**config.mk**
```make
export PLATFORM = sky130hd
export DESIGN_NAME = host_wr_msix_port
export DESIGN_NICKNAME = d
export VERILOG_FILES = /design/src/rtl/host_wr_msix_port.sv
export SDC_FILE = /design/constraint.sdc
export NUM_CORES = 1
export LEC_CHECK = 0
export BUFFER_PORTS_ARGS = -buffer_cell sky130_fd_sc_hd__buf_2
export CELL_PAD_IN_SITES_DETAIL_PLACEMENT = 1
export CELL_PAD_IN_SITES_GLOBAL_PLACEMENT = 2
export CORE_AREA = 2 2 361 328
export CTS_BUF_LIST = sky130_fd_sc_hd__clkbuf_8
export CTS_CLUSTER_DIAMETER = 40
export CTS_CLUSTER_SIZE = 16
export DETAILED_ROUTE_END_ITERATION = 7
export DIE_AREA = 0 0 363 330
export PLACE_DENSITY_LB_ADDON = 0.1
export SYNTH_ARGS = -nofsm -noshare
export SYNTH_HDL_FRONTEND = slang
export SYNTH_SLANG_ARGS = --single-unit
```
**constraint.sdc**
```tcl
create_clock -name clk -period 11 [get_ports clk]
set_clock_uncertainty 0.05 [all_clocks]
set_input_delay 1.1 -clock clk [delete_from_list [all_inputs] [get_ports clk]]
set_output_delay 1.1 -clock clk [all_outputs]
set_load 0.02 [all_outputs]
```
**src/rtl/host_wr_msix_port.sv**
```systemverilog
// rtl/host_wr_msix_port.sv - posted-write FIFO to host memory with MSI-X address/data match detection
module host_wr_msix_port #(
    parameter int ADDR_W     = 64,
    parameter int DATA_W     = 32,
    parameter int NUM_VEC    = 4,
    parameter int FIFO_DEPTH = 8,
    parameter int CNT_W      = 16
) (
    input  logic                        clk,
    input  logic                        rst_n,
    input  logic                        wr_valid,
    output logic                        wr_ready,
    input  logic [ADDR_W-1:0]           wr_addr,
    input  logic [DATA_W-1:0]           wr_data,
    input  logic [DATA_W/8-1:0]         wr_be,
    output logic                        mem_valid,
    input  logic                        mem_ready,
    output logic [ADDR_W-1:0]           mem_addr,
    output logic [DATA_W-1:0]           mem_data,
    output logic [DATA_W/8-1:0]         mem_be,
    input  logic [NUM_VEC-1:0]          vec_en,
    input  logic [NUM_VEC*ADDR_W-1:0]   vec_addr,
    input  logic [NUM_VEC*DATA_W-1:0]   vec_data,
    input  logic [NUM_VEC-1:0]          intr_clr,
    output logic [NUM_VEC-1:0]          intr_pend,
    output logic                        intr_any,
    output logic [NUM_VEC*CNT_W-1:0]    hit_cnt
);

    localparam int BE_W  = DATA_W / 8;
    localparam int PTR_W = $clog2(FIFO_DEPTH);
    localparam logic [PTR_W:0] COUNT_FULL = (PTR_W + 1)'(FIFO_DEPTH);

    logic [ADDR_W-1:0] addr_mem [FIFO_DEPTH];
    logic [DATA_W-1:0] data_mem [FIFO_DEPTH];
    logic [BE_W-1:0]   be_mem   [FIFO_DEPTH];

    logic [PTR_W-1:0]  wr_ptr;
    logic [PTR_W-1:0]  rd_ptr;
    logic [PTR_W:0]    count;
    logic              full;
    logic              empty;
    logic              push;
    logic              pop;
    logic [NUM_VEC-1:0] hit;
    logic [CNT_W-1:0]  cnt_q [NUM_VEC];

    // Flags come from the registered count only, so a pop while full does not reopen wr_ready this cycle.
    assign full      = (count == COUNT_FULL);
    assign empty     = (count == '0);
    assign wr_ready  = ~full;
    assign mem_valid = ~empty;
    assign push      = wr_valid & ~full;
    assign pop       = ~empty & mem_ready;

    assign mem_addr = empty ? '0 : addr_mem[rd_ptr];
    assign mem_data = empty ? '0 : data_mem[rd_ptr];
    assign mem_be   = empty ? '0 : be_mem[rd_ptr];

    always_ff @(posedge clk) begin
        if (push) begin
            addr_mem[wr_ptr] <= wr_addr;
            data_mem[wr_ptr] <= wr_data;
            be_mem[wr_ptr]   <= wr_be;
        end
    end

    always_ff @(posedge clk or negedge rst_n) begin
        if (!rst_n) begin
            wr_ptr <= '0;
            rd_ptr <= '0;
            count  <= '0;
        end else begin
            if (push) begin
                wr_ptr <= wr_ptr + PTR_W'(1);
            end
            if (pop) begin
                rd_ptr <= rd_ptr + PTR_W'(1);
            end
            case ({push, pop})
                2'b10:   count <= count + (PTR_W + 1)'(1);
                2'b01:   count <= count - (PTR_W + 1)'(1);
                default: count <= count;
            endcase
        end
    end

    // Match is taken on the retiring head, so the interrupt never overtakes its own write.
    for (genvar i = 0; i < NUM_VEC; i++) begin : g_vec
        assign hit[i] = pop & vec_en[i] & (&mem_be)
                      & (mem_addr == vec_addr[i*ADDR_W +: ADDR_W])
                      & (mem_data == vec_data[i*DATA_W +: DATA_W]);

        always_ff @(posedge clk or negedge rst_n) begin
            if (!rst_n) begin
                cnt_q[i] <= '0;
            end else if (hit[i] && (cnt_q[i] != {CNT_W{1'b1}})) begin
                cnt_q[i] <= cnt_q[i] + CNT_W'(1);
            end
        end

        assign hit_cnt[i*CNT_W +: CNT_W] = cnt_q[i];
    end

    // A hit in the same cycle as a clear keeps the flag set.
    always_ff @(posedge clk or negedge rst_n) begin
        if (!rst_n) begin
            intr_pend <= '0;
        end else begin
            intr_pend <= (intr_pend & ~intr_clr) | hit;
        end
    end

    assign intr_any = |intr_pend;

endmodule

```
==> results of run 1 <==
[kinds of logic (layout without fill, tap and decap cells)]
logic type / after synthesis / in the layout / share of synthesized area
mux: 387 / 387 / 0.107
compound gates: 502 / 502 / 0.0954
buf+inv: 274 / 1128 / 0.0373
other cells: 0 / 18 / 0
flops: 878 / 878 / 0.609
xor+xnor: 194 / 194 / 0.0398
fa+ha+maj: 10 / 10 / 0.00311
simple gates: 746 / 746 / 0.109
[state kept, by name (all words and copies together) (netlist names)]
| register | flops |
|---|---|
| addr_mem | 512 |
| data_mem | 256 |
| hit_cnt | 64 |
| be_mem | 32 |
| count | 4 |
| intr_pend | 4 |
| rd_ptr | 3 |
| wr_ptr | 3 |
[cells in the final DEF (no fill, tap or decap), drive strengths merged, types with 16 or more instances in the layout]
| cell | synthesis | final |
|---|---|---|
| nor4b | 18 | 18 |
| dfrtp | 78 | 78 |
| a22oi | 30 | 30 |
| edfxtp | 800 | 800 |
| or3 | 70 | 70 |
| nand2 | 54 | 54 |
| diode | 0 | 18 |
| bufinv | 0 | 19 |
| inv | 116 | 146 |
| mux2 | 292 | 292 |
| buf | 122 | 744 |
| nand3 | 52 | 52 |
| mux2i | 70 | 70 |
| nor3 | 53 | 53 |
| nand4 | 76 | 76 |
| a22o | 21 | 21 |
| clkinv | 0 | 40 |
| nor2 | 45 | 45 |
| a2111oi | 32 | 32 |
| o21ai | 22 | 22 |
| mux4 | 25 | 25 |
| o22ai | 141 | 141 |
| nor4 | 304 | 304 |
| o31a | 141 | 141 |
| clkinvlp | 0 | 26 |
| xor2 | 143 | 143 |
| clkbuf | 36 | 153 |
| xnor2 | 51 | 51 |
| a211oi | 16 | 16 |
[power groups by stage]
stage | Sequential (mW) | Combinational, mW | Clock, mW
after floorplan | 4.38 | 5.03 | 0
after global placement | 4.33 | 9.23 | 0
after detailed placement | 4.35 | 9.30 | 0
after CTS | 4.28 | 9.33 | 3.35
after global routing | 4.32 | 9.72 | 3.47
final | 4.29 | 9.58 | 3.30
[cell usage after synthesis, types with 12 or more instances]
| cell | n | share of area |
|---|---|---|
| edfxtp_1 | 800 | 0.56 |
| nor4_1 | 286 | 0.042 |
| mux2_2 | 244 | 0.064 |
| xor2_1 | 143 | 0.029 |
| o31a_1 | 141 | 0.029 |
| o22ai_1 | 117 | 0.017 |
| inv_1 | 115 | 0.010 |
| dfrtp_1 | 78 | 0.046 |
| nand4_1 | 73 | 0.011 |
| mux2i_1 | 70 | 0.016 |
| or3_1 | 68 | 0.010 |
| nand2_1 | 53 | 0.0047 |
| nor3_1 | 51 | 0.0060 |
| xnor2_1 | 51 | 0.010 |
| buf_2 | 50 | 0.0059 |
| nand3_1 | 50 | 0.0059 |
| mux2_1 | 48 | 0.013 |
| nor2_1 | 45 | 0.0040 |
| clkbuf_1 | 35 | 0.0031 |
| a22oi_1 | 29 | 0.0051 |
| buf_6 | 28 | 0.0074 |
| a2111oi_0 | 26 | 0.0053 |
| mux4_2 | 25 | 0.013 |
| o22ai_2 | 24 | 0.0070 |
| a22o_1 | 21 | 0.0043 |
| buf_4 | 17 | 0.0030 |
| a211oi_1 | 15 | 0.0026 |
| nor4_2 | 15 | 0.0044 |
| a2bb2oi_1 | 14 | 0.0029 |
| nor4b_1 | 14 | 0.0029 |
| o21ai_0 | 14 | 0.0016 |
| a21boi_0 | 13 | 0.0023 |
| and3_1 | 13 | 0.0019 |
| o31ai_1 | 12 | 0.0021 |
[metrics by stage]
stage | TNS [ns] | std cells | worst slack (ns) | instance area (sq um)
final | 0 | 5375 | 3.72 | 50900
after global routing | 0 | 5366 | 3.73 | 50900
after CTS | 0 | 5357 | 3.92 | 50900
after detailed placement | 0 | 5089 | 3.94 | 47600
after global placement | 0 | 5089 | 3.89 | 47600
after floorplan | -335.42 | 2991 | -1.40 | 42700
[cell type report]
type | count | area, sq um
fillers | 12100 | 65100
flip-flops and latches | 878 | 26000
multi-input cells | 1839 | 15200
repair buffers | 744 | 4100
clock buffers | 153 | 2110
well taps | 1512 | 1890
clock inverters | 115 | 1160
inverters | 116 | 435
diodes | 18 | 45.0
[per-layer routing]
| layer | wire length, um | vias up | global-route usage |
|---|---|---|---|
| met2 | 98200 | 2093 | 0.552 |
| met1 | 91900 | 17700 | 0.500 |
| met4 | 8540 | 16 | 0.128 |
| met5 | 101 | - | 0 |
| met3 | 22400 | 385 | 0.0888 |
| li1 | - | 13700 | - |
[worst paths after layout]
path	from	to	cells past startpoint
max	rd_ptr[0]	hit_cnt[5]	11
min	rst_n	hit_cnt[15]	1
max reg2reg	rd_ptr[0]	hit_cnt[5]	11
min reg2reg	hit_cnt[6]	hit_cnt[6]	1
max in group asynchronous	rst_n	rd_ptr[0]	2
min in group clk	intr_clr[2]	intr_pend[2]	2
==> qor.yml, run 1 <==
run_status:
  status: "complete, but fails checks"
  violations: "capacitance limit, slew limit"
timing:
  fmax_mhz: 137
  final_hold_viol_count: 0
  setup_viol: 0
  whs_ns: 0.170
  rsz0062_at_grt: "false"
  worstMarginPinSlew_ns: 1.65
  finalCriticalPeriod_ns: 7.28
  final_max_slew_viol_count: 40
  relSlewSlack: -0.101
  post-route-period-util: 0.661
placed_design:
  hpwl_um: 164000
  gp_congestion: 0.977
  portBuffers: 666
critical_path:
  cp.arrival_ns: 8.02
  path_delay_family: "simple AND/OR/NAND/NOR gates"
  end_kind: "register"
  max_stage_delay_ns: 0.90
  path_max_fanout: 33
  critPathKind: "reg -> reg"
  start_kind: "register"
  r2r_setup_slack_ns: 3.72
  cpMaxStageDelayCell: "o22ai_1"
  path_buf_inv: 2
  crit_chain: "buf_4 > buf_4 > mux2_2 > o22ai_1 > or3_1 > xor2_1 > nand4_1 > nor4_1 > nand4_1 > nor3_1 > xor2_1"
  cp_data_required_time_ns: 11.75
job:
  cap_viol_max_count: 1
synthesis:
  yosys_warnings: 0
  ys_types: 95
  synth_ff_type: "edfxtp_1"
  syn-cell-area_sq_mm: 0.0427
  synth_edf_count: 800
  ys_seq_elements: 878
  synth.net_count: 3497
  syn_inst: 2991
  seq_area_frac_synth: 0.609
  syn_area_per_cell_sq_um: 14.3
  async_reset_ff_frac: 0.0888
route:
  drt_wl_total_um: 221000
  via_per_inst: 6.32
  routedWlPerCell_um: 41.1
  route.detailed.drc: 0
  drtAntennaViolNets: 0
  drt_iter0_drc: 4628
  dr.pass1.iters: 5
  via_count: 33900
clock_network:
  clk_transition_reported_paths_ns: 0.06
  cts-root-buf: "clkbuf_8"
  worstSkewPairLatency_ns: 0.90
  postCtsSetupBuffers: 0
  clock-sinks: 878
  holdBufCountCts: 0
  ctsResizeCount: 0
  cts_buffers: 147
  cts_max_level: 4
  cts_tree: "built"
  clk_path_buf_depth: 3
global_routing:
  grt_usage: 0.361
  grt_pass1_vias: 33000
  grt_max_degree: 155
  grt_pass1_wl_um: 291000
  antenna_found_initial: 54
  grt.overflow.total: 0
floorplanning:
  die_w_um: 363
  num_rows: 119
  dieArea_sq_mm: 0.120
  core_area_sq_mm: 0.116
  dieHeight_um: 330
  initial_core_util: 0.368
  io_pins: 667
final_layout:
  num-nets-final: 4232
  finish.utilization: 0.439
  drive_gt1_frac: 0.352
  areaGrowthSynthToFinish_pct: 19.4
power_and_ir_drop:
  power_frac_seq: 0.250
  total_power_mw: 17.2
  clkPwrFrac: 0.192
  p_sw_mw: 8.63
  combPwrFrac: 0.558
  swShare: 0.503
  vdd_drop_max_mv: 0.289
  leakage_nw: 18.6
  p_int_mw: 8.53
  power.density_mw_per_mm2: 337
hold_path:
  min_path_type: "in -> async"
Note: power is estimated with default switching activity, not from simulation.
==> run 2: changes to the inputs <==
--- a/config.mk
+++ b/config.mk
@@ -5,15 +5,16 @@
 export SDC_FILE = /design/constraint.sdc
 export NUM_CORES = 1
 export LEC_CHECK = 0
+export ABC_AREA = 1
 export BUFFER_PORTS_ARGS = -buffer_cell sky130_fd_sc_hd__buf_2
 export CELL_PAD_IN_SITES_DETAIL_PLACEMENT = 1
 export CELL_PAD_IN_SITES_GLOBAL_PLACEMENT = 2
-export CORE_AREA = 2 2 361 328
+export CORE_AREA = 2 2 421 382
 export CTS_BUF_LIST = sky130_fd_sc_hd__clkbuf_8
 export CTS_CLUSTER_DIAMETER = 40
 export CTS_CLUSTER_SIZE = 16
 export DETAILED_ROUTE_END_ITERATION = 7
-export DIE_AREA = 0 0 363 330
+export DIE_AREA = 0 0 423 384
 export PLACE_DENSITY_LB_ADDON = 0.1
 export SYNTH_ARGS = -nofsm -noshare
 export SYNTH_HDL_FRONTEND = slang
==> constraint.sdc (replaced) <==
create_clock -name clk -period 6.3 [get_ports clk]
set_clock_uncertainty 0.05 [all_clocks]
set_input_delay 0.63 -clock clk [delete_from_list [all_inputs] [get_ports clk]]
set_output_delay 0.63 -clock clk [all_outputs]
set_load 0.02 [all_outputs]
==> qor.yml, run 2 <==
run_status:
  status: "complete, no violations"  # was complete, but fails checks
route:
  via_count: 49200  # was 33900
  drt_iter0_drc: 4797  # was 4628
  routedWlPerCell_um: 32.4  # was 41.1 um
  route.detailed.drc: 0  # unchanged
  dr.pass1.iters: 5  # unchanged
  drtAntennaViolNets: 0  # unchanged
  drt_wl_total_um: 303000  # was 221000 um
  via_per_inst: 5.26  # was 6.32
floorplanning:
  dieArea_sq_mm: 0.162  # was 0.120 sq mm
  initial_core_util: 0.318  # was 0.368
  core_area_sq_mm: 0.158  # was 0.116 sq mm
  dieHeight_um: 384  # was 330 um
  num_rows: 139  # was 119
  die_w_um: 423  # was 363 um
  io_pins: 667  # unchanged
power_and_ir_drop:
  leakage_nw: 28.6  # was 18.6 nW
  combPwrFrac: 0.623  # was 0.558
  p_int_mw: 15.4  # was 8.53 mW
  power.density_mw_per_mm2: 604  # was 337 mW/mm^2
  total_power_mw: 36.7  # was 17.2 mW
  swShare: 0.581  # was 0.503
  power_frac_seq: 0.203  # was 0.250
  vdd_drop_max_mv: 0.379  # was 0.289 mV
  clkPwrFrac: 0.174  # was 0.192
  p_sw_mw: 21.3  # was 8.63 mW
clock_network:
  cts-root-buf: "clkbuf_8"  # unchanged
  ctsResizeCount: 0  # unchanged
  cts_buffers: 150  # was 147
  cts_max_level: 4  # unchanged
  clk_transition_reported_paths_ns: 0.07  # was 0.06 ns
  worstSkewPairLatency_ns: 0.94  # was 0.90 ns
  holdBufCountCts: 106  # was 0
  clock-sinks: 878  # unchanged
  postCtsSetupBuffers: 0  # unchanged
  clk_path_buf_depth: 3  # unchanged
  cts_tree: "built"  # unchanged
synthesis:
  ys_top_cells_by_count: "nand2_1, inv_1, edfxtp_1"  # was edfxtp_1, nor4_1, mux2_2
  syn_inst: 6284  # was 2991
  ys_types: 39  # was 95
  seq_area_frac_synth: 0.516  # was 0.609
  synth_edf_count: 800  # unchanged
  synth_most_common_cell: "nand2_1"  # was edfxtp_1
  yosys_warnings: 0  # unchanged
  syn_area_per_cell_sq_um: 8.00  # was 14.3 sq um
  synth_top_cell_area_share: 0.478  # was 0.563
  synth.net_count: 6790  # was 3497
  synth_area_leader_cell: "edfxtp_1"  # unchanged
  async_reset_ff_frac: 0.0888  # unchanged
  synth_ff_type: "edfxtp_1"  # unchanged
  syn-cell-area_sq_mm: 0.0503  # was 0.0427 sq mm
  ys_seq_elements: 878  # unchanged
  synth_area_leaders: "edfxtp_1, nand2_1, inv_1"  # was edfxtp_1, mux2_2, dfrtp_1
final_layout:
  largest-register: "addr_mem"  # unchanged
  final_cells: 9356  # was 5375
  num-nets-final: 7584  # was 4232
  layout.cells.most_common_list: "nand2_1, inv_1, edfxtp_1, nor2_1, buf_2"  # was edfxtp_1, buf_2, nor4_1, mux2_2, clkbuf_8
  final_common_cell: "nand2_1"  # was edfxtp_1
  areaGrowthSynthToFinish_pct: 20.6  # was 19.4%
  drive_gt1_frac: 0.170  # was 0.352
  largest_register_ffs: 512  # unchanged
job:
  cap_viol_max_count: 0  # was 1
timing:
  relSlewSlack: 0.180  # was -0.101
  final_hold_viol_count: 0  # unchanged
  worstMarginPinSlew_ns: 1.23  # was 1.65 ns
  rsz0062_at_grt: "false"  # unchanged
  setup_viol: 0  # unchanged
  finalCriticalPeriod_ns: 5.11  # was 7.28 ns
  final_max_slew_viol_count: 0  # was 40
  fmax_mhz: 196  # was 137 MHz
  tns_ns: 0  # unchanged
  post-route-period-util: 0.811  # was 0.661
  whs_ns: 0.107  # was 0.170 ns
global_routing:
  grtUsageMet1: 0.475  # was 0.500
  grt.overflow.total: 0  # unchanged
  top_usage_layer: "met2"  # unchanged
  grt_max_degree: 130  # was 155
  grt_pass1_wl_um: 405000  # was 291000 um
  use_met3: 0.0577  # was 0.0888
  grt_use_met2: 0.577  # was 0.552
  grt_pass1_vias: 48300  # was 33000
  grt_usage: 0.364  # was 0.361
  antenna_found_initial: 64  # was 54
placed_design:
  gp_congestion: 1.10  # was 0.977
  dp.cells: 8935  # was 5089
  portBuffers: 666  # unchanged
  hpwl_um: 241000  # was 164000 um
critical_path:
  cp_data_required_time_ns: 7.04  # was 11.75 ns
  path_max_fanout: 74  # was 33
  end_kind: "register"  # unchanged
  start_kind: "register"  # unchanged
  critPathKind: "reg -> reg"  # unchanged
  cp.arrival_ns: 5.86  # was 8.02 ns
hold_path:
  min_path_type: "in -> reg"  # was in -> async
## run 2: cell types whose count changed after synthesis, moves of 86 or more
cell,change
o21ai_0,+102
nor2_1,+657
o31a_1,-141
o22ai_1,-114
nand2_1,+2198
inv_1,+799
mux2_2,-244
nor4_1,-280
nand4_1,+331
nand3_1,+352
o21ai_1,+86
nand3_2,+161
xor2_1,-116
## run 2: kinds of logic after synthesis
kind of cell             count (synthesis)  share of synthesized area
AND/OR/NAND/NOR                       3996                      0.354
buffers and inverters                 1147                     0.0989
flip-flops                             878                      0.516
AO/OA/AOI/OAI                          223                     0.0225
XOR/XNOR                                30                    0.00522
adder cells (fa/ha/maj)                 10                    0.00264
## run 2: critical path: stages (launching register included)
cell,delay (ns)
dfrtp_1,0.42
nor2_1,0.27
nand3_4,0.51
buf_4,0.41
buf_12,0.19
buf_4,0.36
nand3_1,0.33
nand2_1,0.13
a21oi_1,0.51
nand3_1,0.33
nor2_1,0.23
nand3_2,0.20
nor2_4,0.50
nand2_1,0.19
nand2_1,0.11
nand2_1,0.05
## run 2: final cells by class
class / count / area, sq um
Multi-Input combinational cell: 4259 / 19400
Clock inverter: 125 / 1560
Tap cell: 2115 / 2650
Sequential cell: 878 / 26000
Clock buffer: 153 / 2110
Fill cell: 19300 / 97600
Antenna cell: 37 / 92.6
Timing Repair Buffer: 857 / 5310
Inverter: 932 / 3520
## run 2: worst paths after layout
| check | from | to | slack, ns | depth (start not counted) |
|---|---|---|---|---|
| worst max-delay path | count[1] | hit_cnt[33] | 1.19 | 15 |
| worst min-delay path | wr_valid | wr_ptr[0] | 0.11 | 4 |
| worst max register to register | count[1] | hit_cnt[33] | 1.19 | 15 |
| worst min register to register | count[0] | count[0] | 0.46 | 1 |
| max in group asynchronous | rst_n | rd_ptr[0] | 4.69 | 3 |
| min in group asynchronous | rst_n | hit_cnt[10] | 0.19 | 2 |
## run 2: through the flow
step           cell area, sq um  utilization  setup slack, ns
3_3_place_gp              55800        0.353             1.42
6_report                  60600        0.383             1.19
2_1_floorplan             50300            -            0.434
4_1_cts                   60500        0.383             1.40
3_5_place_dp              55800        0.353             1.38
5_1_grt                   60600        0.383             1.14
## run 2: power by group through the flow
stage | combinational (mW) | clock (mW) | sequential, mW
final | 22.8 | 6.37 | 7.45
after global routing | 23.5 | 6.72 | 7.50
after detailed placement | 22.0 | 0 | 7.57
after global placement | 22.0 | 0 | 7.54
after CTS | 22.2 | 6.50 | 7.45
after floorplan | 11.4 | 0 | 7.57
## run 2: per-layer routing
| layer | vias up | routed length, um | share of wire |
|---|---|---|---|
| li1 | 22000 | - | - |
| met1 | 24600 | 128000 | 0.42 |
| met2 | 1997 | 137000 | 0.45 |
| met3 | 528 | 18400 | 0.061 |
| met4 | 18 | 19300 | 0.063 |
| met5 | - | 118 | 0.00039 |
